## config.mk

```make
export PLATFORM = sky130hd
export DESIGN_NAME = cache_refill_ctrl
export DESIGN_NICKNAME = d
export VERILOG_FILES = /design/src/rtl/cache_refill_ctrl.sv
export SDC_FILE = /design/constraint.sdc
export NUM_CORES = 1
export LEC_CHECK = 0
export ABC_CLOCK_PERIOD_IN_PS = 3700
export CORE_ASPECT_RATIO = 0.6
export CORE_MARGIN = 10
export CORE_UTILIZATION = 30
export DETAILED_ROUTE_END_ITERATION = 6
export HOLD_SLACK_MARGIN = 0.02
export PLACE_DENSITY = 0.84
export SLEW_MARGIN = 0
export SYNTH_ARGS = -nofsm -noshare
export SYNTH_HDL_FRONTEND = slang
export SYNTH_SLANG_ARGS = --single-unit
```

## constraint.sdc

```tcl
create_clock -name clk_i -period 3.7 [get_ports clk_i]
set_input_delay 0.555 -clock clk_i [delete_from_list [all_inputs] [get_ports clk_i]]
set_output_delay 0.555 -clock clk_i [all_outputs]
set_load 0.005 [all_outputs]
```

## src/rtl/cache_refill_ctrl.sv

```systemverilog
// Miss-handling controller for the set-associative cache. Reports every lookup
// outcome to the replacement policy, then on a miss writes back a dirty victim,
// fetches the missing line word by word and commits the new tag.
module cache_refill_ctrl #(
  parameter int unsigned ADDR_WIDTH  = 32,
  parameter int unsigned DATA_WIDTH  = 32,
  parameter int unsigned INDEX_WIDTH = 5,
  parameter int unsigned WAY_BITS    = 2,
  parameter int unsigned LINE_WORDS  = 4,
  localparam int unsigned WORD_W     = $clog2(LINE_WORDS),
  localparam int unsigned OFF_W      = WORD_W + 2,
  localparam int unsigned TAG_W      = ADDR_WIDTH - INDEX_WIDTH - OFF_W
) (
  input  logic                   clk_i,
  input  logic                   rst_ni,
  // tag lookup result
  input  logic                   lu_valid_i,
  input  logic [ADDR_WIDTH-1:0]  lu_addr_i,
  input  logic                   lu_hit_i,
  input  logic [WAY_BITS-1:0]    lu_hit_way_i,
  // replacement policy
  output logic                   rp_valid_o,
  output logic                   rp_hit_o,
  output logic                   rp_miss_o,
  output logic [INDEX_WIDTH-1:0] rp_index_o,
  output logic [WAY_BITS-1:0]    rp_hit_way_o,
  output logic                   rp_halt_o,
  input  logic [WAY_BITS-1:0]    rp_evict_way_i,
  // victim line metadata and data
  input  logic                   vic_valid_i,
  input  logic                   vic_dirty_i,
  input  logic [TAG_W-1:0]       vic_tag_i,
  output logic [WORD_W-1:0]      vic_rd_word_o,
  input  logic [DATA_WIDTH-1:0]  vic_rd_data_i,
  // memory port
  output logic                   mem_req_valid_o,
  input  logic                   mem_req_ready_i,
  output logic                   mem_req_we_o,
  output logic [ADDR_WIDTH-1:0]  mem_req_addr_o,
  output logic [DATA_WIDTH-1:0]  mem_req_wdata_o,
  input  logic                   mem_rsp_valid_i,
  input  logic [DATA_WIDTH-1:0]  mem_rsp_data_i,
  // data array fill
  output logic                   fill_we_o,
  output logic [WAY_BITS-1:0]    fill_way_o,
  output logic [INDEX_WIDTH-1:0] fill_index_o,
  output logic [WORD_W-1:0]      fill_word_o,
  output logic [DATA_WIDTH-1:0]  fill_data_o,
  // tag array commit
  output logic                   tag_we_o,
  output logic [TAG_W-1:0]       tag_wdata_o,
  // status
  output logic                   busy_o,
  output logic                   done_o
);

  typedef enum logic [2:0] {
    StIdle,
    StVictim,
    StWb,
    StFillReq,
    StFillRsp,
    StCommit
  } state_e;

  localparam logic [WORD_W-1:0] CntLast = WORD_W'(LINE_WORDS - 1);

  state_e                 state_q, state_d;
  logic [TAG_W-1:0]       tag_q, tag_d;
  logic [INDEX_WIDTH-1:0] idx_q, idx_d;
  logic [WAY_BITS-1:0]    way_q, way_d;
  logic [WORD_W-1:0]      cnt_q, cnt_d;

  logic [INDEX_WIDTH-1:0] lu_idx;
  logic [TAG_W-1:0]       lu_tag;
  logic                   unused_addr;

  assign lu_idx      = lu_addr_i[OFF_W +: INDEX_WIDTH];
  assign lu_tag      = lu_addr_i[ADDR_WIDTH-1 -: TAG_W];
  // Byte/word offset of the missing address is irrelevant: whole lines move.
  assign unused_addr = ^lu_addr_i[OFF_W-1:0];

  // State and miss context registers.
  always_ff @(posedge clk_i or negedge rst_ni) begin
    if (!rst_ni) begin
      state_q <= StIdle;
      tag_q   <= '0;
      idx_q   <= '0;
      way_q   <= '0;
      cnt_q   <= '0;
    end else begin
      state_q <= state_d;
      tag_q   <= tag_d;
      idx_q   <= idx_d;
      way_q   <= way_d;
      cnt_q   <= cnt_d;
    end
  end

  // Next-state and miss-context update.
  always_comb begin
    state_d = state_q;
    tag_d   = tag_q;
    idx_d   = idx_q;
    way_d   = way_q;
    cnt_d   = cnt_q;
    unique case (state_q)
      StIdle: begin
        if (lu_valid_i && !lu_hit_i) begin
          tag_d   = lu_tag;
          idx_d   = lu_idx;
          way_d   = rp_evict_way_i;
          cnt_d   = '0;
          state_d = StVictim;
        end
      end
      StVictim: begin
        cnt_d   = '0;
        state_d = (vic_valid_i && vic_dirty_i) ? StWb : StFillReq;
      end
      StWb: begin
        if (mem_req_ready_i) begin
          cnt_d = cnt_q + 1'b1;
          if (cnt_q == CntLast) begin
            state_d = StFillReq;
          end
        end
      end
      StFillReq: begin
        if (mem_req_ready_i) begin
          cnt_d   = '0;
          state_d = StFillRsp;
        end
      end
      StFillRsp: begin
        if (mem_rsp_valid_i) begin
          cnt_d = cnt_q + 1'b1;
          if (cnt_q == CntLast) begin
            state_d = StCommit;
          end
        end
      end
      StCommit: begin
        state_d = StIdle;
      end
      default: begin
        state_d = StIdle;
      end
    endcase
  end

  // Outputs; every field is forced to zero when its strobe is inactive.
  always_comb begin
    rp_valid_o      = 1'b0;
    rp_hit_o        = 1'b0;
    rp_miss_o       = 1'b0;
    rp_index_o      = '0;
    rp_hit_way_o    = '0;
    vic_rd_word_o   = '0;
    mem_req_valid_o = 1'b0;
    mem_req_we_o    = 1'b0;
    mem_req_addr_o  = '0;
    mem_req_wdata_o = '0;
    fill_we_o       = 1'b0;
    fill_way_o      = '0;
    fill_index_o    = '0;
    fill_word_o     = '0;
    fill_data_o     = '0;
    tag_we_o        = 1'b0;
    tag_wdata_o     = '0;
    done_o          = 1'b0;
    busy_o          = (state_q != StIdle);
    rp_halt_o       = (state_q != StIdle);
    unique case (state_q)
      StIdle: begin
        if (lu_valid_i) begin
          rp_valid_o   = 1'b1;
          rp_hit_o     = lu_hit_i;
          rp_miss_o    = !lu_hit_i;
          rp_index_o   = lu_idx;
          rp_hit_way_o = lu_hit_i ? lu_hit_way_i : '0;
        end
      end
      StWb: begin
        mem_req_valid_o = 1'b1;
        mem_req_we_o    = 1'b1;
        mem_req_addr_o  = {vic_tag_i, idx_q, cnt_q, 2'b00};
        mem_req_wdata_o = vic_rd_data_i;
        vic_rd_word_o   = cnt_q;
      end
      StFillReq: begin
        mem_req_valid_o = 1'b1;
        mem_req_addr_o  = {tag_q, idx_q, {OFF_W{1'b0}}};
      end
      StFillRsp: begin
        if (mem_rsp_valid_i) begin
          fill_we_o    = 1'b1;
          fill_way_o   = way_q;
          fill_index_o = idx_q;
          fill_word_o  = cnt_q;
          fill_data_o  = mem_rsp_data_i;
        end
      end
      StCommit: begin
        tag_we_o    = 1'b1;
        tag_wdata_o = tag_q;
        done_o      = 1'b1;
      end
      default: begin
        busy_o = 1'b1;
      end
    endcase
  end

endmodule

```

==> results of run 1 <==
==> metrics by stage <==
step	setup WS [ps]	total power (uW)	cells	utilization [%]
finish	554	3110	656	64.5
global route	339	3340	656	64.5
detailed placement	856	2720	649	62.8
global placement	887	2660	649	62.8
floorplan	1610	1610	291	-
CTS	547	3160	656	64.5
==> cell usage after synthesis, types with 2 or more instances <==
cell and n:
and2_1 75, and3_1 37, dfrtp_1 35, mux2_2 31
nor2_1 30, mux2i_1 24, clkbuf_1 16, buf_4 6
inv_1 6, buf_1 4, buf_6 3, a21oi_1 2
buf_2 2, nand2b_1 2, nor3_1 2
==> cell families after synthesis <==
logic type	synth area share (%)
AND/OR/NAND/NOR	34.0
multiplexers	22.5
buffers and inverters	7.12
flip-flops	33.4
AO/OA/AOI/OAI	1.91
adder cells (fa/ha/maj)	0.860
other	0.143
==> power by group through the flow <==
stage / clock, uW / sequential [uW] / combinational, uW
after floorplan: 0 / 656 / 958
after global placement: 0 / 748 / 1920
after detailed placement: 0 / 767 / 1960
after CTS: 423 / 762 / 1970
after global routing: 439 / 796 / 2100
final: 409 / 761 / 1940
==> flip-flops by register name, summed over array words and instances, names as in the netlist <==
register,count
way_q,2
tag_q,23
state_q,3
idx_q,5
cnt_q,2
==> worst max path at each step <==
stage,start,end
after floorplan,state_q[2]$_DFFE_PN0P_,vic_rd_word_o[0]
after detailed placement,state_q[1]$_DFFE_PN0P_,mem_req_addr_o[2]
after global placement,lu_valid_i,rp_hit_way_o[0]
after CTS,state_q[1]$_DFFE_PN0P_,mem_req_wdata_o[29]
final,state_q[1]$_DFFE_PN0P_,mem_req_wdata_o[6]
after global routing,state_q[1]$_DFFE_PN0P_,mem_req_wdata_o[1]
==> layout by cell type, fill, tap and decap left out <==
cell type        count
mux2_2              31
buf_4                6
clkinv_2             1
a21oi_1              2
nand2b_1             2
o32a_1               1
dfrtp_2              1
or2b_1               1
o32ai_1              1
nor3_4               1
clkbuf_8             1
clkbuf_16            5
mux2i_1             24
dfrtp_1             34
clkdlybuf4s50_1    270
and2_1              75
inv_1                6
maj3_1               1
a211oi_1             1
buf_2                1
or3_4                1
nand3_1              1
nor2_1              30
conb_1               2
o21ai_0              1
and3_1              37
nand2_1              1
nor3_1               2
ha_1                 1
a221oi_1             1
nor2b_1              1
or3_1                1
==> layer usage <==
metal,vias up,track usage (%)
li1,1461,-
met1,1421,19.6
met2,129,33.0
met3,10,8.31
met4,0,3.17
met5,-,0
==> area by class of cell <==
cell class,instances,area [sq um]
Timing Repair Buffer,277,2750
Inverter,6,22.5
Fill cell,669,3030
Tap cell,112,140
Multi-Input combinational cell,219,1560
Clock buffer,6,139
Clock inverter,1,5.00
Sequential cell,35,877
==> flow_summary_export.csv, run 1 <==
group,metric,value,unit
timing,rsz0062_at_grt,"false",
power_and_ir_drop,share_comb_of_total_power,62.3,%
detailed_routing,drt_pre_antenna_iters,5,
timing,max-slew-margin-rel,34.3,%
timing,clock.fmax,0.318,GHz
worst_setup_path,critical_path.startpoint_type,"flop",
finish,fin_area,5500,sq um
worst_setup_path,cpPeakStageDelay,710,ps
finish,share_of_cells_above_drive_strength_1,8.82,%
clock_network,cts.repair_timing.setup_buffer_count,0,
placed_design,place.detailed.hpwl,10.6,mm
timing,clock-skew-final,3.43,ps
logic_synthesis,syn-cell-area,2620,sq um
grt,antenna_found_initial,0,
timing,tightestPinTransition,985,ps
logic_synthesis,synth_top_cells_by_area,"dfrtp_1 33%, and2_1 18%, mux2_2 13%",
die,placeableCoreArea,8520,sq um
detailed_routing,wl_met3,1.25,mm
timing,finalMaxSlewViolations,0,
die,width_of_the_chip,141,microns
timing,setup_viol_count_final,0,
finish,num-nets-final,676,
die,area_of_the_die,13000,sq um
logic_synthesis,synthDistinctLibCells,30,
clock_network,post_cts_hold_buffer_count,0,
detailed_routing,topRoutingLayerUsed,"met4",
worst_setup_path,rrSetupSlack,1560,ps
detailed_routing,routed_wire_length_per_instance,19.5,microns
logic_synthesis,synth_edf_count,0,
clock_network,tritoncts,"done",
worst_setup_path,worstRegToRegCells,4,
grt,grt_start_max_net_pins,44,
timing,fin_crit,3150,ps
timing,finalHoldWorstSlack,364,ps
logic_synthesis,synth_cells,290,
grt,first_global_vias,3279,
die,initial_utilization,30.7,%
placed_design,place.port_buffers,271,
clock_network,clock_transition_at_the_registers_of_the_reported_paths,50,ps
timing,final_hold_viol_count,0,
logic_synthesis,ys_warn_count,0,
clock_network,clkSinkCount,35,
die,die-height,92.4,microns
worst_setup_path,timing.critical_path.buf_inv,2,
finish,num_antenna_cells,0,
power_and_ir_drop,peakVddDrop,0.308,mV
worst_setup_path,worst_ep_required_time,3140,ps
grt,grt_pass1_wl,19.3,mm
power_and_ir_drop,internal_power,2020,uW
worst_setup_path,rr_endpoint,"tag_q[3]$_DFFE_PN0P_",
logic_synthesis,synth.largest_area_cell,"dfrtp_1",
worst_setup_path,path_delay_family,"buffers and inverters",
detailed_routing,via_count_normalized_by_instance_count,4.61,
run,max_capacitance_violation_count,0,
logic_synthesis,synthDominantCellAreaShare,33.4,%
detailed_routing,route.layer.met1.wl,4.96,mm
placed_design,finalWeightedCongestion,0.846,
detailed_routing,totalWireLength,12.8,mm
power_and_ir_drop,power_switching,1090,uW
timing,final_min_period_over_clock_period,85.0,%
detailed_routing,vias,3021,
grt,global_route.overflow_total,0,
logic_synthesis,avgSynthCellArea,9.03,sq um
placed_design,place_area,5350,sq um
detailed_routing,post-route-drc-count,0,
worst_setup_path,path_max_fanout,40,
power_and_ir_drop,power.switching_fraction,35.1,%
worst_setup_path,timing.rr.start,"state_q[0]$_DFFE_PN0P_",
power_and_ir_drop,power.clock.fraction,13.2,%
power_and_ir_drop,share_of_power_burned_in_registers,24.5,%
worst_setup_path,worstPathCellList,"or2b_1 -> inv_1 -> and3_1 -> clkdlybuf4s50_1",
finish,area_growth_syn_to_layout,110,%
detailed_routing,met2WireLength,6.48,mm
detailed_routing,drt.antenna.violating_nets,0,
worst_setup_path,arrival,2590,ps
worst_setup_path,crit_cells,4,
logic_synthesis,ys.flop_type,"dfrtp_1",
clock_network,htree_num_levels,2,
worst_hold_path,hold_path_class,"in -> async",
die,ios,278,
timing,setup_tns,0,ps
logic_synthesis,synth-seq-cells,35,
clock_network,worst_skew_pair.late_latency,270,ps
power_and_ir_drop,power_leakage,0.00234,uW
die,placementRows,26,
worst_setup_path,critical_path.endpoint_type,"output pin",
clock_network,post_cts_resize_count,0,
clock_network,cts_max_path_buffers,2,
detailed_routing,drt_iter0_drc,83,
power_and_ir_drop,power.density,565,nW/um^2
worst_setup_path,critical_path.slowest_cell,"inv_1",
worst_setup_path,setup.worst_path.class,"reg -> out",
grt,globalRouteTotalUtil,18.3,%
run_status,status,"finished clean",
clock_network,cts_buffers,5,
logic_synthesis,seq_area_frac_synth,33.4,%
logic_synthesis,synthArstFlopShare,100,%
clock_network,clock-root-buffer,"clkbuf_16",
No activity file was read; power rests on OpenSTA's default activity.
==> inputs of run 2 (changes only) <==
CORE_ASPECT_RATIO = unset   (was 0.6)
CORE_UTILIZATION = 31   (was 30)
PLACE_DENSITY = 0.87   (was 0.84)
==> run 2 against run 1 <==
Non-clock buffer count is 1 higher. Combinational power hardly changed. Clock skew is 5.2 ps higher. Sequential cell count stayed put. Fmax is 3.2% higher. Final cell count is 0.91% lower. Critical endpoint is now mem_req_addr_o[2].
==> flow_summary_export.csv, run 2 (synthesis results as in run 1) <==
group,metric,value,unit
detailed_routing,routed_wire_length_per_instance,19.7,microns
detailed_routing,drt_iter0_drc,169,
power_and_ir_drop,power_leakage,0.00232,uW
worst_setup_path,rrSetupSlack,1700,ps
finish,reg_top3,"tag_q: 23 flops, idx_q: 5 flops, state_q: 3 flops",
clock_network,htree_num_levels,2,
power_and_ir_drop,peakVddDrop,0.347,mV
worst_setup_path,timing.rr.start,"state_q[1]$_DFFE_PN0P_",
die,placeableCoreArea,8220,sq um
grt,global_route.overflow_total,0,
timing,setup_viol_count_final,0,
power_and_ir_drop,power.switching_fraction,35.6,%
clock_network,clock-root-buffer,"clkbuf_8",
finish,layout_utilization,66.2,%
grt,first_global_vias,3277,
detailed_routing,via_count_normalized_by_instance_count,4.62,
die,placementRows,33,
clock_network,tritoncts,"done",
timing,rsz0062_at_grt,"false",
clock_network,clkSinkCount,35,
run_status,status,"finished clean",
power_and_ir_drop,power.clock.fraction,9.3,%
grt,antenna_found_initial,0,
power_and_ir_drop,share_of_power_burned_in_registers,24.5,%
placed_design,place.detailed.hpwl,10.7,mm
clock_network,post_cts_resize_count,0,
worst_setup_path,cpPeakStageDelay,540,ps
power_and_ir_drop,totalPowerFinal,2960,uW
worst_setup_path,path_max_fanout,30,
finish,area_growth_syn_to_layout,108,%
placed_design,finalWeightedCongestion,0.790,
timing,clock.fmax,0.328,GHz
timing,setup_tns,0,ps
finish,top_register,"tag_q",
power_and_ir_drop,power.density,545,nW/um^2
timing,final_hold_viol_count,0,
timing,max-slew-margin-rel,46.6,%
die,initial_utilization,31.9,%
grt,global_route.usage.met1,19.3,%
clock_network,cts.repair_timing.setup_buffer_count,0,
worst_setup_path,critical_path.startpoint_type,"flop",
finish,num-nets-final,677,
run,max_capacitance_violation_count,0,
placed_design,pre_cts_slack,805,ps
power_and_ir_drop,internal_power,1910,uW
timing,finalMaxSlewViolations,0,
detailed_routing,drt_pre_antenna_iters,4,
detailed_routing,totalWireLength,12.8,mm
finish,fin_area,5440,sq um
die,area_of_the_die,12500,sq um
timing,fin_crit,3050,ps
worst_setup_path,worst_ep_required_time,3140,ps
placed_design,place_area,5350,sq um
die,width_of_the_chip,112,microns
worst_setup_path,worstPathCellList,"or2b_1 -> inv_1 -> buf_4 -> and3_1 -> clkdlybuf4s50_1",
clock_network,cts_buffers,5,
finish,share_of_cells_above_drive_strength_1,8.81,%
worst_setup_path,critical_path.startpoint,"state_q[1]$_DFFE_PN0P_",
grt,globalRouteTotalUtil,19.2,%
grt,grt_pass1_wl,19.5,mm
detailed_routing,drt.antenna.violating_nets,0,
worst_setup_path,critical_path.endpoint_type,"output pin",
worst_setup_path,rr_endpoint,"tag_q[22]$_DFFE_PN0P_",
worst_setup_path,critical_path.slowest_cell,"clkdlybuf4s50_1",
clock_network,post_cts_hold_buffer_count,0,
worst_setup_path,worstRegToRegCells,4,
clock_network,worst_skew_pair.late_latency,280,ps
finish,most-common-layout-cells,"270 x clkdlybuf4s50_1, 75 x and2_1, 37 x and3_1",
clock_network,clock_transition_at_the_registers_of_the_reported_paths,70,ps
detailed_routing,post-route-drc-count,0,
die,die-height,112,microns
worst_setup_path,setup.worst_path.class,"reg -> out",
grt,top_usage_layer,"met2",
power_and_ir_drop,share_comb_of_total_power,66.1,%
timing,final_min_period_over_clock_period,82.4,%
power_and_ir_drop,power_switching,1050,uW
die,ios,278,
detailed_routing,vias,3003,
placed_design,place.port_buffers,271,
grt,grt_use_met2,35.7,%
finish,mostFrequentLayoutCell,"clkdlybuf4s50_1",
finish,num_antenna_cells,0,
finish,largest_reg_flops,23,
timing,finalWorstSetupSlack,653,ps
clock_network,cts_max_path_buffers,2,
grt,grt_start_max_net_pins,44,
grt,gr_util_met3,9.13,%
timing,tightestPinTransition,801,ps
timing,clock-skew-final,8.63,ps
worst_setup_path,path_delay_family,"buffers and inverters",
worst_hold_path,hold_path_class,"in -> async",
worst_setup_path,arrival,2490,ps
worst_setup_path,timing.critical_path.buf_inv,3,
[run 2: routing by layer]
metal / up-vias / part of all wire (%)
met5: - / 0
met4: 0 / 0.62
met3: 4 / 11
met2: 154 / 53
met1: 1388 / 36
li1: 1457 / -
[run 2: area by class of cell]
cell class	count	area, sq um
repair buffers	278	2760
clock inverters	1	5.00
clock buffers	6	82.6
inverters	6	22.5
well taps	105	131
multi-input cells	219	1560
flip-flops and latches	35	876
fillers	660	2780
[run 2: power by group through the flow]
stage	registers [uW]	clock network (uW)	logic [uW]
final	727	277	1960
after global routing	758	309	2140
after CTS	726	290	2000
after detailed placement	732	0	1990
after global placement	718	0	1960
after floorplan	656	0	958
[run 2: per-stage QoR]
| step | hold WS (ps) | instances |
|---|---|---|
| 2_1_floorplan | 259 | 291 |
| 3_3_place_gp | 484 | 643 |
| 3_5_place_dp | 505 | 643 |
| 4_1_cts | 390 | 650 |
| 5_1_grt | 412 | 650 |
| 6_report | 359 | 650 |
[run 2: worst max-delay path by stage]
stage,to,cells after the start
floorplan,vic_rd_word_o[0],7
global placement,rp_hit_way_o[0],5
detailed placement,rp_hit_way_o[0],5
CTS,mem_req_addr_o[2],5
global route,mem_req_addr_o[2],5
finish,mem_req_addr_o[2],5
==> inputs of run 3 (changes only) <==
ABC_CLOCK_PERIOD_IN_PS = 3000   (was 3700)
CORE_UTILIZATION = 29   (was 31)
PLACE_DENSITY = 0.82   (was 0.87)
clock period = 3 ns   (was 3.7 ns; I/O delays follow)
==> run 3 against run 2 <==
Routed wire length fell by 2.6%. Combinational power rose by 24%. Clock-buffer cell count did not move. Worst hold slack got worse by 110 ps. Core utilization fell by 3.5 points. Sequential power rose by 24%. Sequential cell count did not move. Setup slack got worse by 290 ps. Clock power rose by 59%. Via count fell by 0.13%. Total power rose by 27%. Largest power group unchanged.
==> flow_summary_export.csv, run 3 (synthesis results as in run 1) <==
group,metric,value,unit
worst_setup_path,path_max_fanout,43,
clock_network,cts.repair_timing.setup_buffer_count,0,
clock_network,cts_max_path_buffers,2,
timing,setup_viol_count_final,0,
clock_network,tritoncts,"done",
timing,max-slew-margin-rel,47.3,%
power_and_ir_drop,share_comb_of_total_power,64.4,%
timing,final_min_period_over_clock_period,88.0,%
detailed_routing,totalWireLength,12.5,mm
power_and_ir_drop,power.switching_fraction,34.6,%
worst_setup_path,worstPathCellList,"nor2_1 -> and3_1 -> buf_4 -> and2_1 -> clkdlybuf4s50_1",
worst_setup_path,rr_endpoint,"tag_q[6]$_DFFE_PN0P_",
die,die-height,115,microns
power_and_ir_drop,power_leakage,0.00234,uW
clock_network,clock_transition_at_the_registers_of_the_reported_paths,80,ps
clock_network,post_cts_resize_count,0,
finish,mostFrequentLayoutCell,"clkdlybuf4s50_1",
clock_network,htree_num_levels,2,
detailed_routing,via_count_normalized_by_instance_count,4.58,
clock_network,worst_skew_pair.late_latency,280,ps
clock_network,post_cts_hold_buffer_count,0,
finish,reg_top3,"tag_q: 23 flops, idx_q: 5 flops, state_q: 3 flops",
finish,top_register,"tag_q",
power_and_ir_drop,internal_power,2470,uW
run_status,status,"finished clean",
power_and_ir_drop,peakVddDrop,0.344,mV
die,ios,278,
timing,finalMaxSlewViolations,0,
timing,clock.fmax,0.379,GHz
detailed_routing,drt_pre_antenna_iters,4,
placed_design,place.port_buffers,271,
grt,antenna_found_initial,0,
worst_setup_path,critical_path.slowest_cell,"clkdlybuf4s50_1",
detailed_routing,routed_wire_length_per_instance,19.0,microns
detailed_routing,vias,2999,
timing,setup_tns,0,ps
grt,first_global_vias,3126,
placed_design,pre_cts_slack,412,ps
timing,tightestPinTransition,791,ps
grt,globalRouteTotalUtil,17.3,%
finish,share_of_cells_above_drive_strength_1,9.14,%
placed_design,finalWeightedCongestion,0.766,
detailed_routing,post-route-drc-count,0,
power_and_ir_drop,share_of_power_burned_in_registers,23.9,%
worst_setup_path,critical_path.endpoint_type,"output pin",
timing,clock-skew-final,4.61,ps
placed_design,place_area,5380,sq um
detailed_routing,met2WireLength,6.60,mm
clock_network,clkSinkCount,35,
worst_setup_path,arrival,2190,ps
die,width_of_the_chip,115,microns
detailed_routing,drt_iter0_drc,122,
timing,final_hold_viol_count,0,
worst_setup_path,timing.rr.start,"state_q[1]$_DFFE_PN0P_",
power_and_ir_drop,power.density,687,nW/um^2
power_and_ir_drop,power.clock.fraction,11.7,%
detailed_routing,drt.antenna.violating_nets,0,
finish,fin_area,5490,sq um
worst_hold_path,hold_path_class,"in -> async",
worst_setup_path,setup.worst_path.class,"reg -> out",
die,initial_utilization,29.9,%
detailed_routing,route.layer.met1.wl,4.18,mm
finish,num_antenna_cells,0,
grt,grt_pass1_wl,18.2,mm
grt,grt_start_max_net_pins,44,
finish,num-nets-final,678,
grt,global_route.overflow_total,0,
timing,finalWorstSetupSlack,361,ps
finish,area_growth_syn_to_layout,110,%
worst_setup_path,rrSetupSlack,1020,ps
detailed_routing,topRoutingLayerUsed,"met4",
die,placementRows,34,
run,max_capacitance_violation_count,0,
worst_setup_path,worstRegToRegCells,4,
power_and_ir_drop,power_switching,1300,uW
detailed_routing,wl_met3,1.56,mm
finish,layout.filler_cells,768,
finish,most-common-layout-cells,"270 x clkdlybuf4s50_1, 75 x and2_1, 37 x and3_1",
finish,largest_reg_flops,23,
clock_network,cts_buffers,5,
timing,rsz0062_at_grt,"false",
die,placeableCoreArea,8760,sq um
die,area_of_the_die,13200,sq um
timing,fin_crit,2640,ps
worst_setup_path,cpPeakStageDelay,530,ps
clock_network,clock-root-buffer,"clkbuf_8",
worst_setup_path,critical_path.startpoint_type,"flop",
placed_design,place.detailed.hpwl,10.6,mm
worst_setup_path,worst_ep_required_time,2550,ps
==> run 3: cell count changes in the layout (fill, tap and decap cells not counted) <==
cell / previous run / this run
bufinv_16: 0 / 1
buf_12: 0 / 1
==> run 3: final cells by class <==
class                   instances  area [sq um]  area share (%)
clock buffers                   6          82.6            1.50
flip-flops and latches         35           876            15.9
multi-input cells             219          1560            28.4
clock inverters                 2          35.0           0.638
repair buffers                279          2780            50.6
well taps                     108           135            2.46
inverters                       6          22.5           0.410
==> run 3: how the worst max path moves through the flow <==
stage / from / to / slack (ps) / cells after the start
after global routing: state_q[1]$_DFFE_PN0P_ / fill_way_o[1] / 210 / 5
after floorplan: state_q[2]$_DFFE_PN0P_ / vic_rd_word_o[0] / 1010 / 7
after CTS: state_q[1]$_DFFE_PN0P_ / mem_req_wdata_o[21] / 340 / 5
after global placement: mem_rsp_valid_i / fill_way_o[1] / 440 / 5
after detailed placement: mem_rsp_valid_i / fill_data_o[11] / 410 / 5
final: state_q[1]$_DFFE_PN0P_ / fill_data_o[11] / 360 / 5
==> run 3: power groups by stage <==
stage               Sequential, uW  Combinational (uW)  Clock, uW
floorplan                      809                1180          0
global placement               894                2440          0
detailed placement             907                2480          0
CTS                            902                2490        454
global route                   938                2650        479
finish                         901                2430        441
==> run 3: stage by stage <==
step           utilization, %  std cells  hold slack [ps]  total power [uW]
3_3_place_gp             61.3        647              485              3330
4_1_cts                  62.7        655              276              3850
6_report                 62.7        655              244              3770
2_1_floorplan               -        291              154              1990
5_1_grt                  62.7        655              297              4070
3_5_place_dp             61.3        647              492              3390
==> run 3: layer usage <==
layer / track usage (%) / vias up
met5: 0 / -
met2: 32.7 / 160
met4: 3.63 / 0
li1: - / 1462
met1: 16.6 / 1369
met3: 8.23 / 8
==> run 3: worst max-delay path: cells and delay by family, from the launching register on <==
| family | cells | cell delay, ps |
|---|---|---|
| buf+inv | 2 | 840 |
| flops | 1 | 470 |
| simple gates | 3 | 590 |
